[src/rtl/rf_pkg.sv]
// Shared types, default widths and reset-value helper for the
// multi-port register file.
package rf_pkg;

  localparam int RF_DATA_W = 32;
  localparam int RF_ADDR_W = 5;
  localparam int RF_NUM_RD = 2;

  typedef logic [RF_ADDR_W-1:0] rf_addr_t;

  function automatic logic [RF_DATA_W-1:0] rf_reset_value(
    input int unsigned index,
    input bit          reset_idx
  );
    return reset_idx ? RF_DATA_W'(index) : '0;
  endfunction

endpackage

[src/rtl/rf_read_port.sv]
// One registered read port: range check, r0 rule, write/busy
// bypass and the output flops.
module rf_read_port
  import rf_pkg::*;
#(
  parameter int DATA_W   = RF_DATA_W,
  parameter int ADDR_W   = RF_ADDR_W,
  parameter int NUM_REGS = 32,
  parameter bit R0_ZERO  = 1'b1
) (
  input  logic              clock,
  input  logic              reset,
  input  logic [ADDR_W-1:0] addr,
  input  logic              wr_en,
  input  logic [ADDR_W-1:0] wr_addr,
  input  logic [DATA_W-1:0] wr_data,
  input  logic [DATA_W-1:0] regs [NUM_REGS],
  input  logic [NUM_REGS-1:0] busy_next,
  output logic [DATA_W-1:0] data,
  output logic              busy
);

  localparam bit FULL = NUM_REGS >= (1 << ADDR_W);

  logic              in_range;
  logic              is_zero;
  logic              visible;
  logic              hit;
  logic [DATA_W-1:0] data_d;
  logic              busy_d;

  always_comb begin
    in_range = FULL || (32'(addr) < 32'(NUM_REGS));
    is_zero  = R0_ZERO && (addr == '0);
    visible  = in_range && !is_zero;
    hit      = wr_en && (wr_addr == addr);
    data_d   = '0;
    busy_d   = 1'b0;
    if (visible) begin
      data_d = hit ? wr_data : regs[addr];
      busy_d = busy_next[addr];
    end
  end

  always_ff @(posedge clock or posedge reset) begin
    if (reset) begin
      data <= '0;
      busy <= 1'b0;
    end else begin
      data <= data_d;
      busy <= busy_d;
    end
  end

endmodule

[src/rtl/register_file_mp.sv]
// Multi-read-port register file with busy scoreboard.
// Optional debug read port built only when RF_DEBUG_PORT_EN is defined.
module register_file_mp
  import rf_pkg::*;
#(
  parameter int DATA_W    = RF_DATA_W,
  parameter int ADDR_W    = RF_ADDR_W,
  parameter int NUM_REGS  = 32,
  parameter int NUM_RD    = RF_NUM_RD,
  parameter bit R0_ZERO   = 1'b1,
  parameter bit RESET_IDX = 1'b1
) (
  input  logic                     clock,
  input  logic                     reset,
  input  logic [NUM_RD*ADDR_W-1:0] rd_addr,
  output logic [NUM_RD*DATA_W-1:0] rd_data,
  output logic [NUM_RD-1:0]        rd_busy,
  input  logic                     wr_en,
  input  logic [ADDR_W-1:0]        wr_addr,
  input  logic [DATA_W-1:0]        wr_data,
  input  logic                     claim_en,
  input  logic [ADDR_W-1:0]        claim_addr,
  input  logic [ADDR_W-1:0]        debug_addr,
  output logic [DATA_W-1:0]        debug_data
);

  localparam bit FULL = NUM_REGS >= (1 << ADDR_W);

  logic [DATA_W-1:0]   regs [NUM_REGS];
  logic [NUM_REGS-1:0] busy;
  logic [NUM_REGS-1:0] busy_next;
  logic                wr_ok;
  logic                claim_ok;

  always_comb begin
    wr_ok = wr_en
         && (FULL || 32'(wr_addr) < 32'(NUM_REGS))
         && !(R0_ZERO && wr_addr == '0);
    claim_ok = claim_en
            && (FULL || 32'(claim_addr) < 32'(NUM_REGS))
            && !(R0_ZERO && claim_addr == '0);
  end

  // Clear before set: a same-cycle claim outranks the writeback.
  always_comb begin
    busy_next = busy;
    if (wr_ok)
      busy_next[wr_addr] = 1'b0;
    if (claim_ok)
      busy_next[claim_addr] = 1'b1;
  end

  always_ff @(posedge clock or posedge reset) begin
    if (reset) begin
      for (int i = 0; i < NUM_REGS; i++)
        regs[i] <= DATA_W'(rf_reset_value(i, RESET_IDX));
      busy <= '0;
    end else begin
      if (wr_ok)
        regs[wr_addr] <= wr_data;
      busy <= busy_next;
    end
  end

  for (genvar k = 0; k < NUM_RD; k++) begin : g_rd
    rf_read_port #(
      .DATA_W   (DATA_W),
      .ADDR_W   (ADDR_W),
      .NUM_REGS (NUM_REGS),
      .R0_ZERO  (R0_ZERO)
    ) u_port (
      .clock     (clock),
      .reset     (reset),
      .addr      (rd_addr[k*ADDR_W +: ADDR_W]),
      .wr_en     (wr_en),
      .wr_addr   (wr_addr),
      .wr_data   (wr_data),
      .regs      (regs),
      .busy_next (busy_next),
      .data      (rd_data[k*DATA_W +: DATA_W]),
      .busy      (rd_busy[k])
    );
  end

`ifdef RF_DEBUG_PORT_EN
  rf_read_port #(
    .DATA_W   (DATA_W),
    .ADDR_W   (ADDR_W),
    .NUM_REGS (NUM_REGS),
    .R0_ZERO  (R0_ZERO)
  ) u_debug (
    .clock     (clock),
    .reset     (reset),
    .addr      (debug_addr),
    .wr_en     (wr_en),
    .wr_addr   (wr_addr),
    .wr_data   (wr_data),
    .regs      (regs),
    .busy_next (busy_next),
    .data      (debug_data),
    .busy      ()
  );
`else
  assign debug_data = '0;
`endif

endmodule

[config.mk]
export PLATFORM = sky130hd
export DESIGN_NAME = register_file_mp
export DESIGN_NICKNAME = d
export VERILOG_FILES = /design/src/rtl/rf_pkg.sv /design/src/rtl/rf_read_port.sv /design/src/rtl/register_file_mp.sv
export SDC_FILE = /design/constraint.sdc
export NUM_CORES = 2
export LEC_CHECK = 0
export BUFFER_PORTS_ARGS = -buffer_cell sky130_fd_sc_hd__buf_2
export CAP_MARGIN = 10
export CORE_MARGIN = 10
export CORE_UTILIZATION = 63
export DETAILED_ROUTE_END_ITERATION = 7
export PLACE_DENSITY = 0.8
export SLEW_MARGIN = 25
export SYNTH_ARGS = -nofsm -noshare
export SYNTH_HDL_FRONTEND = slang
export SYNTH_SLANG_ARGS = --single-unit
[constraint.sdc]
create_clock -name clock -period 50.4 [get_ports clock]
set_input_delay 10.08 -clock clock [delete_from_list [all_inputs] [get_ports clock]]
set_output_delay 10.08 -clock clock [all_outputs]
set_load 0.01 [all_outputs]
==> impl_metrics.ini <==
[detailed_routing]
drc = 0
antenna_left = 0
dr.pass1.iters = 5
viasPerCell = 7.18
vias = 36000
wirelength_um = 164000
wl_per_cell_um = 32.6
drtIter0Drc = 4276

[cells_and_area]
layout_common_cells = 1042 x dfrtp_1, 995 x mux2_2, 600 x mux4_2, 120 x mux2i_1, 117 x clkbuf_16
area_growth_pct = 8.28
final_util_pct = 68.7
stdcell_area_um2 = 64000
layout.cells.most_common = dfrtp_1
nets = 3723
nFillCells = 6085
drive_above_1_share_pct = 55.5

[grt]
antenna_found_initial = 6
grt_first_pass_wirelength_um = 245000
grtUsageTotal_pct = 30.7
grt_pass1_vias = 37300
grt_max_degree = 160
grt-ovfl-total = 0

[yosys]
synth-edff-count = 0
ys.flop_type = dfrtp_1
synth-xor-area-share_pct = 0.148
synth_top_family_by_area = multiplexers
ys_seq_elements = 1122
synth_compound_area_share_pct = 2.32
yosys.area_share.simple_pct = 2.06
avgSynthCellArea_um2 = 15.5
synthArstFlopShare_pct = 100
synthMuxAreaShare_pct = 44.0
netlist_area_um2 = 59100
yosysSeqAreaShare_pct = 47.7
synth_fa_ha_area_share_pct = 0
syn_inst = 3801
ys.warnings.count = 0
synth_cell_types = 56

[floorplan]
rows = 112
die_h_um = 326
die_width_um = 326
coreArea_um2 = 93200
dieArea_um2 = 106000
initial_utilization_pct = 63.4
ios = 159

[sta]
rsz0062_at_grt = no
layout_setup_ws_ns = 36.35
tightest_slew_ns = 1.10
period_share_pct = 27.9
maxSlewHeadroom_pct = 26.9
skew_ns = 0.0261
max_freq_ghz = 0.0712
finalSetupTns_ns = 0
hold_violations = 0
setup_viol_count_final = 0
slew_violations = 0
timing.final.crit_period_ns = 14.05

[worst_hold_path]
hold_start = regs[1020]
min_to = regs[1020]
hp-class = reg -> reg
worstHoldPathCells = 0

[pwr]
p_leak_nw = 27.7
cellPowerDensity_nw_per_um2 = 41.0
vdd_drop_max_uv = 32.6

[outcome]
status = completed

[clock_network]
cts_setup_buffers = 0
cts_buffer_depth = 3
root_buffer = clkbuf_16
numCtsBuffers = 115
htreeDepth = 3
post_cts_resized = 0
clkTransAtPathRegs_ns = 0.06
clock-sinks = 1122
tritoncts = built
cts-hold-fix-buffers = 0
clk_latency_ns = 0.72

[setup_path]
worst_setup_path_start_kind = input pin
crit_chain = buf_2 > inv_8 > buf_12 > buf_4 > buf_4 > buf_4 > buf_4
critPathMostFrequentCell = buf_4
crit_type = in -> async
rrSetupSlack_ns = 48.21
timing.rr.start = regs[673]
reg2reg_to = g_rd[1].u_port.data[1]
reg2reg_depth = 6
critical_path.max_stage_delay_ns = 0.80
critPathArrivalTime_ns = 14.76
worst_ep_required_time_ns = 51.10
cp_slowest_cell = buf_4
crit_fanout = 157
critPathCaptureType = asynchronous set/reset pin

[place]
dp.final_hpwl_um = 84300
dpl_cell_area_um2 = 60000
numPortBuffers = 121
dp_worst_setup_slack_ns = 35.31
gp_congestion = 0.877

[flow_run]
maxCapViolCount = 0
## worst max path at each step
stage	startpoint	end	slack [ns]	cells past startpoint
after global placement	reset	regs[339]	35.34	7
after detailed placement	reset	regs[339]	35.31	7
final	reset	regs[843]	36.35	7
after floorplan	reset	busy[0]	8.86	1
after CTS	reset	regs[811]	36.07	7
after global routing	reset	regs[147]	35.53	7
## Yosys cell counts (10+ instances only)
master | instances | area share (%)
a211oi_1 | 46 | 0.58
a21oi_1 | 52 | 0.44
and3_1 | 18 | 0.19
buf_1 | 48 | 0.30
buf_2 | 77 | 0.65
buf_4 | 77 | 0.98
clkbuf_1 | 254 | 1.6
dfrtp_1 | 1042 | 44
dfstp_2 | 80 | 3.6
mux2_1 | 10 | 0.19
mux2_2 | 995 | 19
mux2i_1 | 120 | 2.0
mux4_2 | 600 | 23
nand2_1 | 111 | 0.70
nor2_1 | 56 | 0.36
nor2b_1 | 12 | 0.13
o21ai_0 | 60 | 0.51
o21ai_1 | 12 | 0.10
## where the power goes
| part | switching [mW] | internal [mW] |
|---|---|---|
| combinational | 0.206 | 0.321 |
| sequential | 0.118 | 1.09 |
| clock | 0.367 | 0.527 |
## stage by stage
step	total power, mW	instances	hold slack [ns]
floorplan	1.60	3832	0.440
finish	2.62	5014	0.391
detailed placement	1.74	4797	0.383
CTS	2.63	5010	0.398
global route	2.73	5013	0.409
global placement	1.71	4797	0.376
## per-layer routing
layer  GRT usage (%)  vias to the layer above  share of wire [%]
met3            8.45                      406                 11
met4            11.2                        8                3.8
met5               0                        -              0.048
met1            43.4                    19400                 39
li1                -                    14300                  -
met2            45.9                     1930                 46
## cell type report
cell class | instances | area (um^2) | area share, %
Antenna cell | 2 | 5.00 | 0.00782
Clock buffer | 171 | 3440 | 5.38
Clock inverter | 42 | 531 | 0.829
Inverter | 7 | 43.8 | 0.0684
Multi-Input combinational cell | 2239 | 29100 | 45.4
Sequential cell | 1122 | 28200 | 44.0
Tap cell | 1254 | 1570 | 2.45
Timing Repair Buffer | 177 | 1150 | 1.80
## worst max-delay path: cells and delay by family
family | cells | cell delay (ns)
buf+inv | 7 | 4.41
## registers in the layout, indices dropped and copies added (netlist names)
name and count:
g_rd.u_port.busy 2, regs 1024, busy 32, g_rd.u_port.data 64
## logic make-up (layout without fill, tap and decap cells)
| kind of cell | count (synthesis) | in the layout |
|---|---|---|
| and+or+nand+nor | 254 | 254 |
| xor gates and xnor gates | 10 | 10 |
| other | 1 | 34 |
| muxes | 1725 | 1725 |
| buffers and inverters | 471 | 397 |
| AOI/OAI and AO/OA | 218 | 218 |
| DFF | 1122 | 1122 |
(Power assumes the default switching activity.)
